### src/rtl/alu_biquad_lr.sv
// alu_biquad_lr: stereo direct-form-I biquad that runs as one client of the
// shared ALU. Each accepted stereo sample is processed with five sequential
// MAC requests (p = a*b + c on both lanes). The result is shifted right by
// FRAC_W, saturated to 18 bits and presented on out_l/out_r.
//
// Optional feature: define ALU_BIQUAD_CLIP_FLAG_EN to add the clip_l/clip_r
// outputs. Each flag qualifies with out_valid and is high when its lane
// saturated.
//
// Ports:
//   clk, reset                 clock, synchronous active-high reset
//   in_valid/in_ready          input handshake (ready only while idle)
//   in_l, in_r                 signed 18-bit input samples
//   coef_b0..b2, coef_na1/na2  signed Q2.16 coefficients (na = negated a)
//   out_valid                  one-cycle pulse marking a new result
//   out_l, out_r               saturated outputs, held until the next result
//   alu_cycle                  bus lock for the whole five-op sequence
//   alu_strobe/alu_stall       request handshake
//   alu_ack, alu_pl/alu_pr     result return
//   alu_op                     constant MAC op code
//   alu_al/bl/ar/br, alu_cl/cr per-lane multiplier operands and addend
//   clip_l, clip_r             saturation flags (ALU_BIQUAD_CLIP_FLAG_EN only)
module alu_biquad_lr #(
    parameter logic [8:0]  ALU_OP_MAC = 9'd1,
    parameter int unsigned FRAC_W     = 16
) (
    input  logic        clk,
    input  logic        reset,
    input  logic        in_valid,
    output logic        in_ready,
    input  logic [17:0] in_l,
    input  logic [17:0] in_r,
    input  logic [17:0] coef_b0,
    input  logic [17:0] coef_b1,
    input  logic [17:0] coef_b2,
    input  logic [17:0] coef_na1,
    input  logic [17:0] coef_na2,
    output logic        out_valid,
    output logic [17:0] out_l,
    output logic [17:0] out_r,
    output logic        alu_cycle,
    output logic        alu_strobe,
    input  logic        alu_stall,
    input  logic        alu_ack,
    output logic [8:0]  alu_op,
    output logic [17:0] alu_al,
    output logic [17:0] alu_bl,
    output logic [17:0] alu_ar,
    output logic [17:0] alu_br,
    output logic [47:0] alu_cl,
    output logic [47:0] alu_cr,
    input  logic [47:0] alu_pl,
    input  logic [47:0] alu_pr
`ifdef ALU_BIQUAD_CLIP_FLAG_EN
    ,
    output logic        clip_l,
    output logic        clip_r
`endif
);

    localparam int unsigned DW = 18;
    localparam int unsigned AW = 48;
    localparam int unsigned SW = 3;
    localparam logic signed [AW-1:0] Y_MAX = AW'(131071);
    localparam logic signed [AW-1:0] Y_MIN = AW'(-131072);

    typedef enum logic [1:0] {IDLE, REQ, WAIT_ACK} state_t;

    state_t         state_q, state_d;
    logic [SW-1:0]  step_q, step_d;

    // Current input and per-lane history
    logic [DW-1:0]  x_l_q, x_r_q, x_l_d, x_r_d;
    logic [DW-1:0]  x1_l_q, x2_l_q, y1_l_q, y2_l_q;
    logic [DW-1:0]  x1_r_q, x2_r_q, y1_r_q, y2_r_q;
    logic [DW-1:0]  x1_l_d, x2_l_d, y1_l_d, y2_l_d;
    logic [DW-1:0]  x1_r_d, x2_r_d, y1_r_d, y2_r_d;

    // b0 is consumed at accept time straight into the step-0 operands
    logic [DW-1:0]  b1_q, b2_q, na1_q, na2_q;
    logic [DW-1:0]  b1_d, b2_d, na1_d, na2_d;

    logic [AW-1:0]  acc_l_q, acc_r_q, acc_l_d, acc_r_d;

    logic           in_ready_d, out_valid_d, cycle_d, strobe_d;
    logic [DW-1:0]  out_l_d, out_r_d;
    logic [DW-1:0]  al_d, bl_d, ar_d, br_d;
    logic [DW-1:0]  y_l_c, y_r_c;

    function automatic logic [DW-1:0] sat_y(input logic [AW-1:0] acc);
        logic signed [AW-1:0] sh;
        sh = $signed(acc) >>> FRAC_W;
        if (sh > Y_MAX)      sat_y = DW'(Y_MAX);
        else if (sh < Y_MIN) sat_y = DW'(Y_MIN);
        else                 sat_y = sh[DW-1:0];
    endfunction

    // Saturated results from the final product, valid on the last ack
    assign y_l_c = sat_y(alu_pl);
    assign y_r_c = sat_y(alu_pr);

    // The accumulator is the addend; it is zeroed at accept for step 0
    assign alu_cl = acc_l_q;
    assign alu_cr = acc_r_q;
    assign alu_op = ALU_OP_MAC;

`ifdef ALU_BIQUAD_CLIP_FLAG_EN
    logic clip_l_d, clip_r_d;

    function automatic logic is_clip(input logic [AW-1:0] acc);
        logic signed [AW-1:0] sh;
        sh = $signed(acc) >>> FRAC_W;
        is_clip = (sh > Y_MAX) || (sh < Y_MIN);
    endfunction
`endif

    // Next-state and registered-output logic
    always_comb begin
        state_d     = state_q;
        step_d      = step_q;
        x_l_d       = x_l_q;
        x_r_d       = x_r_q;
        x1_l_d      = x1_l_q;
        x2_l_d      = x2_l_q;
        y1_l_d      = y1_l_q;
        y2_l_d      = y2_l_q;
        x1_r_d      = x1_r_q;
        x2_r_d      = x2_r_q;
        y1_r_d      = y1_r_q;
        y2_r_d      = y2_r_q;
        b1_d        = b1_q;
        b2_d        = b2_q;
        na1_d       = na1_q;
        na2_d       = na2_q;
        acc_l_d     = acc_l_q;
        acc_r_d     = acc_r_q;
        out_valid_d = 1'b0;
        out_l_d     = out_l;
        out_r_d     = out_r;
        cycle_d     = alu_cycle;
        strobe_d    = alu_strobe;
        al_d        = alu_al;
        bl_d        = alu_bl;
        ar_d        = alu_ar;
        br_d        = alu_br;
`ifdef ALU_BIQUAD_CLIP_FLAG_EN
        clip_l_d    = clip_l;
        clip_r_d    = clip_r;
`endif

        case (state_q)
            IDLE: begin
                if (in_valid) begin
                    x_l_d    = in_l;
                    x_r_d    = in_r;
                    b1_d     = coef_b1;
                    b2_d     = coef_b2;
                    na1_d    = coef_na1;
                    na2_d    = coef_na2;
                    acc_l_d  = '0;
                    acc_r_d  = '0;
                    step_d   = '0;
                    al_d     = coef_b0;
                    bl_d     = in_l;
                    ar_d     = coef_b0;
                    br_d     = in_r;
                    cycle_d  = 1'b1;
                    strobe_d = 1'b1;
                    state_d  = REQ;
                end
            end

            REQ: begin
                if (!alu_stall) begin
                    strobe_d = 1'b0;
                    state_d  = WAIT_ACK;
                end
            end

            WAIT_ACK: begin
                if (alu_ack) begin
                    acc_l_d = alu_pl;
                    acc_r_d = alu_pr;
                    if (step_q == SW'(4)) begin
                        x2_l_d      = x1_l_q;
                        x1_l_d      = x_l_q;
                        y2_l_d      = y1_l_q;
                        y1_l_d      = y_l_c;
                        x2_r_d      = x1_r_q;
                        x1_r_d      = x_r_q;
                        y2_r_d      = y1_r_q;
                        y1_r_d      = y_r_c;
                        out_l_d     = y_l_c;
                        out_r_d     = y_r_c;
                        out_valid_d = 1'b1;
                        cycle_d     = 1'b0;
`ifdef ALU_BIQUAD_CLIP_FLAG_EN
                        clip_l_d    = is_clip(alu_pl);
                        clip_r_d    = is_clip(alu_pr);
`endif
                        state_d     = IDLE;
                    end else begin
                        step_d   = step_q + SW'(1);
                        strobe_d = 1'b1;
                        state_d  = REQ;
                        // Operands for the step being entered
                        case (step_q)
                            SW'(0): begin
                                al_d = b1_q;   ar_d = b1_q;
                                bl_d = x1_l_q; br_d = x1_r_q;
                            end
                            SW'(1): begin
                                al_d = b2_q;   ar_d = b2_q;
                                bl_d = x2_l_q; br_d = x2_r_q;
                            end
                            SW'(2): begin
                                al_d = na1_q;  ar_d = na1_q;
                                bl_d = y1_l_q; br_d = y1_r_q;
                            end
                            default: begin
                                al_d = na2_q;  ar_d = na2_q;
                                bl_d = y2_l_q; br_d = y2_r_q;
                            end
                        endcase
                    end
                end
            end

            default: begin
                state_d = IDLE;
            end
        endcase

        in_ready_d = (state_d == IDLE);
    end

    // State and output registers
    always_ff @(posedge clk) begin
        if (reset) begin
            state_q    <= IDLE;
            step_q     <= '0;
            x_l_q      <= '0;
            x_r_q      <= '0;
            x1_l_q     <= '0;
            x2_l_q     <= '0;
            y1_l_q     <= '0;
            y2_l_q     <= '0;
            x1_r_q     <= '0;
            x2_r_q     <= '0;
            y1_r_q     <= '0;
            y2_r_q     <= '0;
            b1_q       <= '0;
            b2_q       <= '0;
            na1_q      <= '0;
            na2_q      <= '0;
            acc_l_q    <= '0;
            acc_r_q    <= '0;
            in_ready   <= 1'b1;
            out_valid  <= 1'b0;
            out_l      <= '0;
            out_r      <= '0;
            alu_cycle  <= 1'b0;
            alu_strobe <= 1'b0;
            alu_al     <= '0;
            alu_bl     <= '0;
            alu_ar     <= '0;
            alu_br     <= '0;
`ifdef ALU_BIQUAD_CLIP_FLAG_EN
            clip_l     <= 1'b0;
            clip_r     <= 1'b0;
`endif
        end else begin
            state_q    <= state_d;
            step_q     <= step_d;
            x_l_q      <= x_l_d;
            x_r_q      <= x_r_d;
            x1_l_q     <= x1_l_d;
            x2_l_q     <= x2_l_d;
            y1_l_q     <= y1_l_d;
            y2_l_q     <= y2_l_d;
            x1_r_q     <= x1_r_d;
            x2_r_q     <= x2_r_d;
            y1_r_q     <= y1_r_d;
            y2_r_q     <= y2_r_d;
            b1_q       <= b1_d;
            b2_q       <= b2_d;
            na1_q      <= na1_d;
            na2_q      <= na2_d;
            acc_l_q    <= acc_l_d;
            acc_r_q    <= acc_r_d;
            in_ready   <= in_ready_d;
            out_valid  <= out_valid_d;
            out_l      <= out_l_d;
            out_r      <= out_r_d;
            alu_cycle  <= cycle_d;
            alu_strobe <= strobe_d;
            alu_al     <= al_d;
            alu_bl     <= bl_d;
            alu_ar     <= ar_d;
            alu_br     <= br_d;
`ifdef ALU_BIQUAD_CLIP_FLAG_EN
            clip_l     <= clip_l_d;
            clip_r     <= clip_r_d;
`endif
        end
    end

endmodule

### config.mk
export PLATFORM = sky130hd
export DESIGN_NAME = alu_biquad_lr
export DESIGN_NICKNAME = d
export VERILOG_FILES = /design/src/rtl/alu_biquad_lr.sv
export SDC_FILE = /design/constraint.sdc
export NUM_CORES = 1
export LEC_CHECK = 0
export ABC_AREA = 1
export CELL_PAD_IN_SITES_DETAIL_PLACEMENT = 1
export CELL_PAD_IN_SITES_GLOBAL_PLACEMENT = 1
export CORE_ASPECT_RATIO = 0.6
export CORE_UTILIZATION = 28
export DETAILED_ROUTE_END_ITERATION = 8
export PLACE_DENSITY_LB_ADDON = 0.25
export SLEW_MARGIN = 30
export SYNTH_ARGS = -nofsm -noshare
export SYNTH_HDL_FRONTEND = slang
export SYNTH_SLANG_ARGS = --single-unit
export TNS_END_PERCENT = 10
### constraint.sdc
create_clock -name clk -period 2.3 [get_ports clk]
set_input_delay 0.575 -clock clk [delete_from_list [all_inputs] [get_ports clk]]
set_output_delay 0.575 -clock clk [all_outputs]
set_load 0.02 [all_outputs]
* Yosys cells after proc, flatten, opt, wreduce, memory -nomap -nowiden
Index checks and enable logic that the tools add are counted.
** Storage, ports and cells
- Flip-flop bits (word level) :: 411
- Bits of input ports :: 227
- Output and inout bits :: 217
** Cells by class
- Equal/unequal tests :: 10
- Reductions and logical operators :: 12
- Bitwise gates (word level) :: 2
- $add $sub $neg :: 1
- Order comparisons :: 4
- Mux-type cells :: 42
** Operator list (number)
- two-way mux 18 bit :: 13
- one-hot mux 48 bit (2 select lines) :: 2
- one-hot mux 18 bit (3 select lines) :: 3
- two-way mux 48 bit :: 3
- one-hot mux 18 bit (2 select lines) :: 3
- greater-than comparator 32 x 18 -> 1 bit (second input constant) :: 2
- less-than comparator 32 x 18 -> 1 bit (second input constant) :: 2
- inequality test 2 bit (second input constant) :: 5
- two-way mux 3 bit :: 3
- two-way mux 1 bit :: 8
- AND reduction 4 bit :: 2
- two-way mux 2 bit :: 3
- one-hot mux 2 bit (3 select lines) :: 1
- one-hot mux 3 bit (2 select lines) :: 1
- AND reduction 3 bit :: 2
- AND reduction 5 bit :: 1
- zero test 2 bit :: 2
- adder 3 x 1 -> 3 bit (second input constant) :: 1
- equality test 3 x 1 -> 1 bit (second input constant) :: 1
- equality test 3 x 2 -> 1 bit (second input constant) :: 1
- equality test 3 bit (second input constant) :: 1
- zero test 3 bit :: 1
- one-hot mux 1 bit (3 select lines) :: 1
- nonzero test 3 bit :: 1
- 7 further kinds :: 8

* Longest topological paths before layout
- Depth in word-level cells :: 5
- Depth in mapped cells :: 12
- Depth with buffers taken out :: 10

* Worst setup path before layout
Ideal clock, no wire load.
- Kind :: reg2reg
- Start :: reg step_q[0]
- End :: reg alu_br[11]
- Setup slack :: 582 ps
- Arrival time :: 1590 ps
- Data required time :: 2172 ps
- Clock period less this slack :: 1718 ps
- Cell stages (with the launch flop) :: 11
- Cell sequence :: dfxtp_1 > inv_1 > ha_1 > buf_2 > o21ai_1 > clkbuf_1 > nand3_1 > nand2_1 > nor2_1 > nor2_1 > nor2_1
** On the way
- Word-level cells in the longest chain between the ends :: 5
- Elaborated cells on any way between the ends :: 10
- Classes of those cells :: 4 x eq/ne; 4 x mux; 2 x reduce/logical
** RTL lines
- from (decl) :: RTL line 70 : logic [SW-1:0] step_q, step_d;
- from (signal assigned) :: RTL line 274 : step_q <= step_d;
- equality test 3 x 2 -> 1 bit (tied with other cells) :: RTL line 207 : case (step_q)
- one-hot mux 18 bit (3 select lines) :: RTL line 207
- two-way mux 18 bit :: RTL line 184 : if (step_q == SW'(4)) begin
- two-way mux 18 bit :: RTL line 181 : if (alu_ack) begin
- one-hot mux 18 bit (2 select lines) :: RTL line 151 : case (state_q)
- to (signal assigned) :: RTL line 300 : alu_br <= br_d;
- to (decl) :: RTL line 49 : output logic [17:0] alu_br,
Several ways; a longest one is shown, not always the timed one. The select of a mux whose other input is x is not followed.
A chain may end at the register's enable or synchronous reset.

==> summary.md <==
| Metric | Value |
|---|---|
| Status | completed |
| Global placement routability congestion | 0.792 |
| Slew HR | 59.9% |
| Initial antenna violation count | 4 |
| Most used DFF post-synth | dfxtp_1 |
| Kind of cell adding the most delay to the critical path | buffers and inverters |
| WP data required | 1730 ps |
| Vias per cell | 4.79 |
| Area Growth Syn to Fin | 41.0% |
| Final worst slack | 54.2 ps |
| Yosys Warn Count | 0 |
| IO Port Bufs | 434 |
| Sum of buffers and inverters on the critical path | 1 |
| Routed wire length | 67700 um |
| First-pass DRT Iterations | 4 |
| Worst slew pin tran | 602 ps |
| GRT Total Usage | 21.2% |
| Period utilization | 97.6% |
| First-pass GRT wire length | 105000 um |
| Worst path max stage delay | 690 ps |
| WP data arrival | 1670 ps |
| Setup Skew | 15.6 ps |
| DRT antenna net count | 0 |
| Die Y-Extent | 193 um |
| CP Max Fanout | 4 |
| Drt drc | 0 |
| Number of flops mapped to enable cells by yosys | 0 |
| Clock Pin Slew Worst Setup and Hold Paths | 60 ps |
| Setup WS pre-CTS | 44.5 ps |
| CTS max path bufs | 3 |
| Yosys reg bits | 411 |
| Fin cells | 3646 |
| Fin crit period | 2250 ps |
| Starting DRC count in detailed routing | 872 |
| Post-CTS Setup Inserts | 0 |
| Distinct cells, synth | 25 |
| Crit-path slowest cell | clkdlybuf4s50_1 |
| Worst Hold Class | reg2reg |
| Setup Viol. Count Final | 0 |
| Row count | 69 |
| PwrDens | 772 nW/um2 |
| Post-Syn Area | 17100 um2 |
| Power, Total | 18.6 mW |
| Peak VDD IR | 423 uV |
| Setup crit end kind | output pin |
| Share of cells above drive strength 1 | 7.54% |
| CTS tree | yes |
| Dpl cells | 3558 |
| Worst skew pair latency | 560 ps |
| CP cell instances | clkdlybuf4s50_1 |
| Total CTS buffers | 45 |
| Largest net degree at the start of global routing | 83 |
| Slew Limit Fails | 0 |
| Nets@finish | 3020 |
| Max Freq | 445 MHz |
| Filler instances | 7268 |
| Avg Inst Size Synth | 7.04 um2 |
| Half-perimeter wire length after placement | 46400 um |
| Vias in the first global route | 18100 |
| CTS H-Tree Depth | 2 |
| Root buffer cell | clkbuf_16 |
| CP Class | reg2out |
| Area of the core | 59700 um2 |
| FF+latch area | 8230 um2 |
| Startpoint Class | flip-flop |
| RSZ-0062 raised after global routing | no |
| Overflow after GRT | 0 |
| Synthesized netlist cell count | 2426 |
| Max cap viols | 0 |
| Clock sinks | 411 |
| Async set-reset flop share out of synthesis | 0% |
| DR vias | 17500 |
| Num ports | 444 |
| Die X | 321 um |
| Die area | 62000 um2 |
| Fin Hold WS | 450 ps |
| Initial Util | 28.6% |
| Final hold violations | 0 |
| Area occupied by multi-input gates | 7750 um2 |
| Register area share after synthesis | 48.2% |
| WL/cell | 18.6 um |
| Lkg Pwr | 9.87 nW |
| TNS Setup | 0 ps |
## power breakdown
part	internal (mW)	total, mW	switching, mW
Combinational	1.33	2.97	1.64
Clock	4.70	7.86	3.17
Sequential	7.55	7.78	0.226
## state kept, by name (all words and copies together) (netlist names), 2 cells and up
name and count:
y2_r_q 18, y2_l_q 18, na2_q 18, y1_l_q 18, x2_l_q 18, x2_r_q 18
x1_r_q 18, alu_cr 48, x_r_q 18, b2_q 18, b1_q 18, alu_cl 48
step_q 3, na1_q 18, x_l_q 18, state_q 2, alu_br 18, alu_ar 18
y1_r_q 18, alu_bl 18, x1_l_q 18
## Yosys cell counts, types with 4 or more instances
cell type | n | area, um2
o21ai_1 | 27 | 135
nand3_1 | 87 | 435
nand2_1 | 387 | 1450
clkbuf_1 | 118 | 443
or2_2 | 31 | 194
o21ai_0 | 383 | 1920
nor2_1 | 588 | 2210
buf_4 | 33 | 248
buf_2 | 44 | 220
inv_1 | 53 | 199
nand2_2 | 4 | 25.0
dfxtp_1 | 411 | 8230
buf_1 | 10 | 37.5
nand3b_1 | 9 | 67.6
a21oi_1 | 220 | 1100
inv_2 | 5 | 18.8
ha_1 | 4 | 50.1
## tightest hold or removal path, delay by kind of cell (launching register included)
family                 cells  cell delay (ps)
buffers and inverters      1               60
AOI/OAI and AO/OA          1               50
DFF                        1              300
## stage by stage
| stage | utilization (%) | area [um2] |
|---|---|---|
| final | 40.3 | 24100 |
| after global routing | 40.3 | 24100 |
| after CTS | 40.3 | 24100 |
| after detailed placement | 37.7 | 22500 |
| after global placement | 37.7 | 22500 |
| after floorplan | - | 17100 |
## routing by layer
layer	GRT usage, %	routed length (um)
met1	27.5	30700
met2	36.0	32700
met3	2.88	2140
met4	7.20	2080
met5	0	13
## kinds of logic after synthesis
family / share of synthesized area, %
flops: 48.2
simple gates: 26.0
compound gates: 18.7
other cells: 0.0440
fa+ha+maj: 0.293
buf+inv: 6.85
## final timing paths
| check | from | endpoint | slack [ps] | cells past startpoint |
|---|---|---|---|---|
| min reg2reg | b2_q[5] | b2_q[5] | 450 | 2 |
| max | y1_l_q[4] | out_l[4] | 50 | 1 |
| max reg2reg | step_q[0] | alu_br[4] | 210 | 12 |
| min | b2_q[5] | b2_q[5] | 450 | 2 |
## layout by cell type (no fill, tap or decap), drive strengths merged, types with 6 or more instances in the layout
cell type / synthesis / routed
clkdlybuf4s50: 0 / 428
a21oi: 222 / 222
nand3: 87 / 87
bufinv: 0 / 6
clkinv: 0 / 12
dfxtp: 411 / 411
clkbuf: 119 / 63
buf: 87 / 82
nor2: 593 / 593
or2: 31 / 31
nand2: 391 / 391
nand3b: 9 / 9
conb: 2 / 9
o21ai: 411 / 411
inv: 58 / 59
## cell type report
type                       instances  share of cell area (%)
antenna                            5                  0.0519
clock buffer                      63                    5.50
clock inverter                    20                    1.06
inverter                          58                   0.955
multi-input combinational       1758                    32.1
sequential                       411                    34.2
tap                              816                    4.24
timing repair buffer             515                    21.9
## repair_timing
action                     CTS  global route
hold buffers                 0             0
resized for setup            3             2
setup endpoints to repair    3             2
Note: power is estimated with default switching activity, not from simulation.
